**src/rtl/pipe_stage_seq.sv**
```systemverilog
// Stage sequencer: walks a step counter through programmable stage boundaries,
// decoding the current stage and pulsing accumulator clears on stage entry.
//
// state | meaning
// IDLE  | waiting for a valid start; stage/step/mode forced to 0
// RUN   | counting steps on step_en_i; stage decoded from step
// DONE  | last boundary reached; step held, stage = NUM_STAGES
module pipe_stage_seq #(
  parameter  int NUM_STAGES = 8,
  parameter  int STEP_W     = 16,
  localparam int STAGE_W    = $clog2(NUM_STAGES + 1)
) (
  input  logic                         clk_i,
  input  logic                         rst_i,
  input  logic                         start_i,
  input  logic                         abort_i,
  input  logic                         step_en_i,
  input  logic [NUM_STAGES*STEP_W-1:0] stage_boundary_i,
  input  logic [NUM_STAGES-1:0]        clr_mask_i,
  input  logic [NUM_STAGES-1:0]        mode_mask_i,
  output logic                         busy_o,
  output logic                         finished_o,
  output logic                         done_o,
  output logic [STAGE_W-1:0]           stage_o,
  output logic [STEP_W-1:0]            step_o,
  output logic                         mode_o,
  output logic                         acc_clr_o,
  output logic                         cfg_err_o
);

  typedef enum logic [1:0] {IDLE, RUN, DONE} state_t;
  typedef logic [NUM_STAGES-1:0][STEP_W-1:0] bnd_t;

  state_t                  state_q, state_d;
  logic [STEP_W-1:0]       step_q, step_d;
  bnd_t                    bnd_q, bnd_d, bnd_in;
  logic [NUM_STAGES-1:0]   clr_q, clr_d, mode_q, mode_d;
  logic                    fin_q, fin_d, acc_clr_q, acc_clr_d, cfg_err_q, cfg_err_d;
  logic                    mono_ok;
  logic [STEP_W-1:0]       step_inc;
  logic [STAGE_W-1:0]      cur_stage, inc_stage, start_stage;

  // Smallest k with s < b[k]; empty stages are skipped naturally.
  function automatic logic [STAGE_W-1:0] decode(input logic [STEP_W-1:0] s, input bnd_t b);
    decode = STAGE_W'(NUM_STAGES);
    for (int k = NUM_STAGES - 1; k >= 0; k--)
      if (s < b[k]) decode = STAGE_W'(k);
  endfunction

  function automatic logic bit_at(input logic [NUM_STAGES-1:0] m, input logic [STAGE_W-1:0] idx);
    bit_at = 1'b0;
    for (int k = 0; k < NUM_STAGES; k++)
      if (idx == STAGE_W'(k)) bit_at = m[k];
  endfunction

  assign bnd_in = stage_boundary_i;

  always_comb begin
    mono_ok = 1'b1;
    for (int k = 0; k < NUM_STAGES - 1; k++)
      if (bnd_in[k] > bnd_in[k+1]) mono_ok = 1'b0;
  end

  assign cur_stage   = decode(step_q, bnd_q);
  assign step_inc    = step_q + STEP_W'(1);
  assign inc_stage   = decode(step_inc, bnd_q);
  assign start_stage = decode(STEP_W'(0), bnd_in);

  always_comb begin
    state_d   = state_q;
    step_d    = step_q;
    bnd_d     = bnd_q;
    clr_d     = clr_q;
    mode_d    = mode_q;
    fin_d     = 1'b0;
    acc_clr_d = 1'b0;
    cfg_err_d = 1'b0;
    if (abort_i) begin
      state_d = IDLE;
      step_d  = '0;
    end else begin
      case (state_q)
        IDLE, DONE: begin
          if (start_i) begin
            step_d = '0;
            if (!mono_ok) begin
              state_d   = IDLE;
              cfg_err_d = 1'b1;
            end else begin
              bnd_d  = bnd_in;
              clr_d  = clr_mask_i;
              mode_d = mode_mask_i;
              // All stages empty: the run is complete before it starts.
              if (bnd_in[NUM_STAGES-1] == '0) begin
                state_d = DONE;
                fin_d   = 1'b1;
              end else begin
                state_d   = RUN;
                acc_clr_d = bit_at(clr_mask_i, start_stage);
              end
            end
          end
        end
        RUN: begin
          if (step_en_i && (step_q != '1)) begin
            step_d = step_inc;
            if (step_inc >= bnd_q[NUM_STAGES-1]) begin
              state_d = DONE;
              fin_d   = 1'b1;
            end else if (inc_stage != cur_stage) begin
              acc_clr_d = bit_at(clr_q, inc_stage);
            end
          end
        end
        default: state_d = IDLE;
      endcase
    end
  end

  always_ff @(posedge clk_i) begin
    if (rst_i) begin
      state_q   <= IDLE;
      step_q    <= '0;
      bnd_q     <= '0;
      clr_q     <= '0;
      mode_q    <= '0;
      fin_q     <= 1'b0;
      acc_clr_q <= 1'b0;
      cfg_err_q <= 1'b0;
    end else begin
      state_q   <= state_d;
      step_q    <= step_d;
      bnd_q     <= bnd_d;
      clr_q     <= clr_d;
      mode_q    <= mode_d;
      fin_q     <= fin_d;
      acc_clr_q <= acc_clr_d;
      cfg_err_q <= cfg_err_d;
    end
  end

  assign busy_o     = (state_q == RUN);
  assign done_o     = (state_q == DONE);
  assign finished_o = fin_q;
  assign acc_clr_o  = acc_clr_q;
  assign cfg_err_o  = cfg_err_q;
  assign step_o     = step_q;
  assign stage_o    = (state_q == RUN)  ? cur_stage :
                      (state_q == DONE) ? STAGE_W'(NUM_STAGES) : '0;
  assign mode_o     = (state_q == RUN) && bit_at(mode_q, cur_stage);

endmodule

```
**config.mk**
```make
export PLATFORM = sky130hd
export DESIGN_NAME = pipe_stage_seq
export DESIGN_NICKNAME = d
export VERILOG_FILES = /design/src/rtl/pipe_stage_seq.sv
export SDC_FILE = /design/constraint.sdc
export NUM_CORES = 1
export LEC_CHECK = 0
export BUFFER_PORTS_ARGS = -buffer_cell sky130_fd_sc_hd__buf_4
export CAP_MARGIN = 20
export CELL_PAD_IN_SITES_DETAIL_PLACEMENT = 1
export CELL_PAD_IN_SITES_GLOBAL_PLACEMENT = 1
export CORE_ASPECT_RATIO = 1.2
export CORE_MARGIN = 2
export CORE_UTILIZATION = 40
export DETAILED_ROUTE_END_ITERATION = 6
export PLACE_DENSITY_LB_ADDON = 0.1
export SLEW_MARGIN = 20
export SYNTH_ARGS = -nofsm -noshare
export SYNTH_HDL_FRONTEND = slang
export SYNTH_SLANG_ARGS = --single-unit
```
**constraint.sdc**
```tcl
create_clock -name clk_i -period 9.35 [get_ports clk_i]
set_input_delay 1.4025 -clock clk_i [delete_from_list [all_inputs] [get_ports clk_i]]
set_output_delay 1.4025 -clock clk_i [all_outputs]
set_load 0.1 [all_outputs]
```
# Word-level counts from Yosys, hierarchy flattened
# Index checks and enable logic that the tools add are counted.
totals:
  wordCells: 173
  output_inout_bits: 26
  inputBits: 149
  regBits: 165
op_classes:
  reduce_logical: 14
  addsub: 1
  order_cmp: 32
  n_mux: 80
  eq_ne: 28
  bitwise: 3
ops:
  columns: ["cell", "n"]
  rows:
  - ["16-bit < comparator", 16]
  - ["1-bit by 16-bit < comparator with 1-bit output, first input constant", 8]
  - ["16-bit > comparator", 7]
  - ["4-bit 2-to-1 mux", 26]
  - ["4-bit by 3-bit == test with 1-bit output, second input constant", 12]
  - ["1-bit 2-to-1 mux", 43]
  - ["16-bit 2-to-1 mux", 2]
  - ["16-bit one-hot mux with 2 select lines", 1]
  - ["4-bit by 2-bit == test with 1-bit output, second input constant", 6]
  - ["16-bit by 1-bit adder with 16-bit output, second input constant", 1]
  - ["16-bit greater-or-equal comparator", 1]
  - ["16-bit logical NOT", 1]
  - ["16-bit inequality test, second input constant", 1]
  - ["4-bit by 1-bit == test with 1-bit output, second input constant", 3]
  - ["4-bit logical NOT", 3]
  - ["2-bit 2-to-1 mux", 5]
  - ["3-bit AND reduction", 2]
  - ["2-bit by 1-bit inequality test with 1-bit output, second input constant", 2]
  - ["4-bit inequality test", 1]
  - ["1-bit one-hot mux with 2 select lines", 2]
  - ["2-bit one-hot mux with 2 select lines", 1]
  - ["4-bit AND reduction", 1]
  - ["2-bit OR reduction", 2]
  - ["4-bit OR reduction", 1]
  - ["7 further kinds", 10]

# Logic depth before layout (Yosys ltp)
# Gate-level depths: netlist of run 1.
logic_depth:
  word_depth: 23
  ltp_mapped: 20

# Least setup slack after synthesis of run 1
# No wires, ideal clock.
synth_path:
  kind: "register -> output"
  from: "reg step_q[0], in the netlist step_o[0]"
  to: "out stage_o[3]"
  arrival_time_ns: 4.305
  slack_ns: 3.643
  stages_incl_launch_ff: 12
  n_path_buf: 2
  path_cell_list: "dfxtp_1 buf_2 buf_2 nand2b_1 a21oi_1 o21ai_0 a21oi_1 o41ai_1 nand2_1 nor2_1 nand2_1 o22ai_1"
synth_between:
  elab_chain_len: 10
  elab_cells_between_ends: 17
  classes_between: "8 x order compare; 9 x mux"
synth_lines:
  columns: ["item", "line", "source"]
  rows:
  - ["start: declaration", "35", "logic [STEP_W-1:0] step_q, step_d;"]
  - ["start signal: assignment", "132", "step_q <= step_d;"]
  - ["16-bit < comparator", "47", "if (s < b[k]) decode = STAGE_W'(k);"]
  - ["4-bit 2-to-1 mux (7 in a row)", "47", null]
  - ["4-bit 2-to-1 mux *", "47", null]
  - ["4-bit 2-to-1 mux *", "148", "assign stage_o = (state_q == RUN) ? cur_stage :"]
  - ["end: declaration", "24", "output logic [STAGE_W-1:0] stage_o,"]
# Every way passes the cells marked *; elsewhere a longest branch is shown, timed or not.

# Final worst setup path of run 1
layout_path:
  from: "reg step_q[10], in the netlist step_o[10]"
  to: "out mode_o"
layout_between:
  elab_chain_len: 19
  elab_cells_between_ends: 33
  classes_between: "8 x order compare; 7 x eq/ne; 16 x mux; 2 x reduce/logical"
layout_lines:
  columns: ["item", "line", "source"]
  rows:
  - ["16-bit < comparator", "47", null]
  - ["4-bit 2-to-1 mux (7 in a row)", "47", null]
  - ["4-bit 2-to-1 mux *", "47", null]
  - ["4-bit logical NOT", "53", "if (idx == STAGE_W'(k)) bit_at = m[k];"]
  - ["1-bit 2-to-1 mux (7 in a row)", "53", null]
  - ["1-bit 2-to-1 mux *", "53", null]
  - ["1-bit logical AND *", "150", "assign mode_o = (state_q == RUN) && bit_at(mode_q, cur_stage);"]
  - ["end: declaration", "26", "output logic mode_o,"]
# Marks and branches as above.

==> impl_metrics.ini, run 1 <==
[global_routing]
grt_max_degree = 74
overflow = 0
antenna_found_initial = 0
grt_pass1_wl_mm = 90.9
grt_pass1_vias = 15700
track_usage = 0.303

[synthesis]
ys_warn_count = 0
synth_top_area_frac = 0.288
synth-simple-area-share = 0.159
synth_ff_type = dfxtp_1
synth_area_mm2 = 0.0154
synth_most_common_cell = ha_1
synth_compound_area_frac = 0.154
synth_cell_type_count = 69
synth_area_per_cell_um2 = 8.30
synth_fa_ha_area_frac = 0.288
async_reset_ff_frac = 0
syn-instance-count = 1858
synth_edf_count = 0
ys_ff_latch = 165
synthesis.nets = 2362
synth-xor-area-share = 0.00965
muxShareOfSynthArea = 0.0974
yosysSeqAreaShare = 0.214
ys_top_cells_by_area = ha_1 (29%), dfxtp_1 (21%), mux2i_1 (9.7%), inv_1 (6.0%), nor2_1 (5.2%)
ys_top_cells_by_count = ha_1 (355), inv_1 (248), nor2_1 (213)
synth_top_cell_by_area = ha_1
synth_top_family_by_area = adder cells

[sta]
worstMarginPinSlew_ps = 1050
fin_setup_tns_ps = 0
worst_slack_ps = 3650
fin_crit_sh = 0.610
rsz0062_at_grt = no
relSlewSlack = 0.294
hold_viol = 0
holdWs_ps = 492
fin_crit_ps = 5700
drv_slew = 0
setup_viol = 0
final.setup_skew_ps = 9.87
max_freq_mhz = 175

[die]
start_util = 0.406
io_pins = 175
die_w_um = 183
core_mm2 = 0.0380
rows = 78
die_h_um = 219
dieArea_mm2 = 0.0402

[clocking]
clk_latency_ps = 490
cts.sinks = 165
hold_buffers = 0
cts.repair.resized = 0
cts_tree = yes
clkTransAtPathRegs_ps = 70
cts_root_buffer = clkbuf_16
htreeDepth = 4
cts_max_path_buffers = 2
numCtsBuffers = 17
postCtsSetupBuffers = 0

[cells_and_area]
stdcell_area_mm2 = 0.0180
area_growth_syn_to_layout_pct = 16.4
utilization = 0.473
diodes = 0
nNetsFinal = 2544
layout-drive-gt1-share = 0.123

[setup_path]
crit_fanout = 8
required_ps = 7950
arrival_ps = 4300
max_stage_delay_ps = 800
start_kind = flop
criticalPathCategory = reg -> out
cp_slowest_cell = a221oi_1
cp-end-kind = primary output
path_cells = buf_4 -> ha_1 -> o21ai_0 -> o21a_1 -> o21ai_0 -> a221oi_1 -> a21o_1 -> nand2_1 -> a21boi_0 -> mux2i_1 -> a22oi_1 -> o211a_1 -> buf_4

[routing]
totalWireLength_mm = 59.6
ant_nets = 0
firstDrtPassIters = 5
num_vias = 14600
post-route-drc-count = 0
via_per_inst = 5.78
wl_per_cell_um = 23.5
first_iter_violations = 500

[placed_design]
pre_cts_slack_ps = 3670
place_area_mm2 = 0.0173
gp_congestion = 0.932
dpl.hpwl_mm = 47.0
io_buffers = 174

[worst_hold_path]
min_path_type = reg -> reg

[power]
powerDensity_mw_per_mm2 = 108
ir_drop_mv = 0.150
p_leak_nw = 8.33

[run]
drv_cap = 0

[outcome]
status = finished clean
path summary, 6_finish.rpt:
| kind | startpoint | end | slack, ps | cells after the start |
|---|---|---|---|---|
| max | step_o[10] | mode_o | 3650 | 13 |
| min | bnd_q[84] | bnd_q[84] | 490 | 2 |
| max reg2reg | step_o[2] | acc_clr_o | 3740 | 17 |
| min reg2reg | bnd_q[84] | bnd_q[84] | 490 | 2 |
power breakdown:
| group | internal [mW] | total [mW] | leakage, nW | switching [mW] |
|---|---|---|---|---|
| Combinational | 0.180 | 0.444 | 6.71 | 0.264 |
| Sequential | 0.711 | 0.716 | 1.33 | 0.00496 |
| Clock | 0.453 | 0.776 | 0.293 | 0.323 |
registers in the layout (all words and copies together) (netlist names):
register,flops
bnd_q,128
step_o,16
clr_q,8
mode_q,8
state_q,2
acc_clr_o,1
cfg_err_o,1
finished_o,1
cell usage in the layout, fill, tap and decap left out, drive strengths merged, types with 34 or more instances in the layout:
cell type  instances
a21o              38
a21oi            122
buf              205
dfxtp            165
ha               355
inv              250
mux2i            149
nand2             82
nand3             34
nand4             60
nor2             213
nor4              40
o21ai             70
kinds of logic (layout without fill, tap and decap cells):
family                   after synthesis  in the layout
buffers and inverters                292            486
adder cells (fa/ha/maj)              355            355
AND/OR/NAND/NOR                      513            513
XOR/XNOR                              17             17
flip-flops                           165            165
AO/OA/AOI/OAI                        366            366
multiplexers                         150            150
critical path, delay by kind of cell, from the launching register on:
kind                       cells  cell delay (ps)
adders and majority gates      1              260
AOI/OAI and AO/OA              8             1960
buffers and inverters          2              540
DFF                            1              760
muxes                          1              230
and+or+nand+nor                1               60
stage by stage:
stage | instances | power (mW)
after global routing | 2532 | 2.02
after detailed placement | 2501 | 1.18
after global placement | 2501 | 1.16
after CTS | 2532 | 1.95
final | 2532 | 1.94
after floorplan | 1858 | 0.984
layer usage:
metal,track usage,part of all wire
met5,0,0
met3,0.0496,0.037
met4,0.150,0.050
met2,0.560,0.51
met1,0.335,0.41
final cells by class:
type	instances	area, µm²
Clock inverter	11	174
Timing Repair Buffer	205	1540
Inverter	250	938
Sequential cell	165	3300
Clock buffer	20	447
Multi-Input combinational cell	1401	11000
Fill cell	4631	20000
Tap cell	480	601
(Power assumes the default switching activity.)
==> run 2, diff against run 1 <==
--- a/config.mk
+++ b/config.mk
@@ -5,6 +5,7 @@
 export SDC_FILE = /design/constraint.sdc
 export NUM_CORES = 1
 export LEC_CHECK = 0
+export ABC_AREA = 1
 export BUFFER_PORTS_ARGS = -buffer_cell sky130_fd_sc_hd__buf_4
 export CAP_MARGIN = 20
 export CELL_PAD_IN_SITES_DETAIL_PLACEMENT = 1
==> constraint.sdc (replaced) <==
create_clock -name clk_i -period 5.5 [get_ports clk_i]
set_input_delay 0.825 -clock clk_i [delete_from_list [all_inputs] [get_ports clk_i]]
set_output_delay 0.825 -clock clk_i [all_outputs]
set_load 0.1 [all_outputs]
==> run 2 against run 1 <==
Design area rose by 0.54%; power grew 76%; synthesized area up 0.71%; non-clock buffer count shrank 6; final cell count up 11%; global-route usage is 1.4 points lower; sequential cell count unchanged; hold slack improved by 59 ps; synthesized cell count grew 15%; via count rose by 5.3%; core utilization shrank 0.47 points; critical path type is now reg -> reg; critical endpoint is now acc_clr_o; highest routed layer unchanged.
==> impl_metrics.ini, run 2 <==
[clocking]
hold_buffers = 0
postCtsSetupBuffers = 0
cts_root_buffer = clkbuf_16
cts_tree = yes
cts.repair.resized = 0
clk_latency_ps = 470
numCtsBuffers = 17
clkTransAtPathRegs_ps = 70
htreeDepth = 4
cts_max_path_buffers = 2
cts.sinks = 165

[sta]
worstMarginPinSlew_ps = 1030
drv_slew = 0
holdWs_ps = 550
rsz0062_at_grt = no
max_freq_mhz = 208
worst_slack_ps = 690
fin_setup_tns_ps = 0
final.setup_skew_ps = 11.0
fin_crit_ps = 4810
setup_viol = 0
fin_crit_sh = 0.875
relSlewSlack = 0.314
hold_viol = 0

[die]
dieArea_mm2 = 0.0404
die_h_um = 220
core_mm2 = 0.0385
rows = 79
start_util = 0.403
io_pins = 175
die_w_um = 184

[synthesis]
ys_top_cells_by_area = ha_1 (29%), dfxtp_1 (21%), a21oi_1 (11%), inv_1 (8.6%), nand2_1 (8.1%)
ys_top_cells_by_count = inv_1 (357), ha_1 (355), a21oi_1 (342)
synth_most_common_cell = inv_1
synth_area_mm2 = 0.0155
synth_area_per_cell_um2 = 7.27
ys_ff_latch = 165
synth_edf_count = 0
synth_ff_type = dfxtp_1
async_reset_ff_frac = 0
yosysSeqAreaShare = 0.213
synth_top_area_frac = 0.286
synth_top_cell_by_area = ha_1
syn-instance-count = 2138
synthesis.nets = 2642
synth_cell_type_count = 50
ys_warn_count = 0

[worst_hold_path]
min_path_type = reg -> reg
min_from = mode_q[2]

[power]
p_seq_frac = 0.357
p_switching_mw = 1.15
clockPowerShare = 0.384
ir_drop_mv = 0.216
comb_power_share = 0.259
internal_power_mw = 2.25
p_leak_nw = 8.96
powerDensity_mw_per_mm2 = 189
finalPower_mw = 3.41
swShare = 0.339

[setup_path]
criticalPathCategory = reg -> reg
crit_top_cell = nand2_1
crit_fanout = 9
arrival_ps = 5180
cp-end-kind = flop
rr_startpoint = step_o[1]
start_kind = flop
max_stage_delay_ps = 660
required_ps = 5870
crit_path_start = step_o[1]
cp_slowest_cell = nor2_1

[placed_design]
dpl.cell_count = 2769
gp_congestion = 0.858
io_buffers = 174
pre_cts_slack_ps = 792
dpl.hpwl_mm = 46.7
place_area_mm2 = 0.0174

[global_routing]
grt_pass1_vias = 16000
grt_max_degree = 135
antenna_found_initial = 1
overflow = 0
grt_pass1_wl_mm = 88.3
track_usage = 0.290

[outcome]
status = finished clean

[routing]
num_vias = 15400
ant_nets = 0
totalWireLength_mm = 58.0
via_per_inst = 5.50
post-route-drc-count = 0
first_iter_violations = 526
firstDrtPassIters = 4
wl_per_cell_um = 20.7

[cells_and_area]
layout-drive-gt1-share = 0.111
nNetsFinal = 2806
final_common_cell = inv_1
area_growth_syn_to_layout_pct = 16.2
seq_area_mm2 = 0.00330
largest_register_ffs = 128
filler_cell_count = 5023
layout_common_cells = inv_1 (357), ha_1 (355), a21oi_1 (342)
multiInputGateArea_mm2 = 0.0107
final_cells = 2802
stdcell_area_mm2 = 0.0181
regMostFlops = bnd_q
utilization = 0.469

[run]
drv_cap = 0
run 2: power groups by stage:
| stage | Combinational [mW] | Sequential, mW | Clock [mW] |
|---|---|---|---|
| 4_1_cts | 0.888 | 1.22 | 1.34 |
| 5_1_grt | 0.996 | 1.22 | 1.37 |
| 2_1_floorplan | 0.501 | 1.26 | 0 |
| 3_5_place_dp | 0.884 | 1.24 | 0 |
| 3_3_place_gp | 0.851 | 1.24 | 0 |
| 6_report | 0.881 | 1.22 | 1.31 |
run 2: worst paths after layout:
kind,endpoint,slack (ps),cells past startpoint
worst max-delay path,acc_clr_o,690,32
worst min-delay path,mode_q[2],550,3
worst max register to register,acc_clr_o,690,32
worst min register to register,mode_q[2],550,3
run 2: per-layer routing:
layer | up-vias | share of wire | track usage
met4 | 0 | 0.053 | 0.160
met5 | - | 0 | 0
li1 | 7611 | - | -
met1 | 7364 | 0.40 | 0.311
met2 | 300 | 0.51 | 0.549
met3 | 127 | 0.030 | 0.0331
run 2: cells by family (layout without fill, tap and decap cells):
family,count (synthesis),in the layout,synth area share
buf+inv,415,592,0.103
flops,165,165,0.213
compound gates,597,597,0.226
xor+xnor,10,10,0.00564
simple gates,595,595,0.166
other cells,0,1,0
mux,1,1,0.000644
fa+ha+maj,355,355,0.286
run 2: final cells by class:
cell class,instances,area share
clock buffer,18,0.0243
clock inverter,14,0.00970
tap,486,0.0337
timing repair buffer,199,0.0834
inverter,361,0.0751
sequential,165,0.183
antenna,1,0.000139
multi-input combinational,1558,0.591
run 2: worst max-delay path: cells and delay by family, from the launching register on:
kind	cells	cell delay [ps]
DFF	1	560
AOI/OAI and AO/OA	1	110
buffers and inverters	4	550
adders and majority gates	2	540
and+or+nand+nor	25	2940
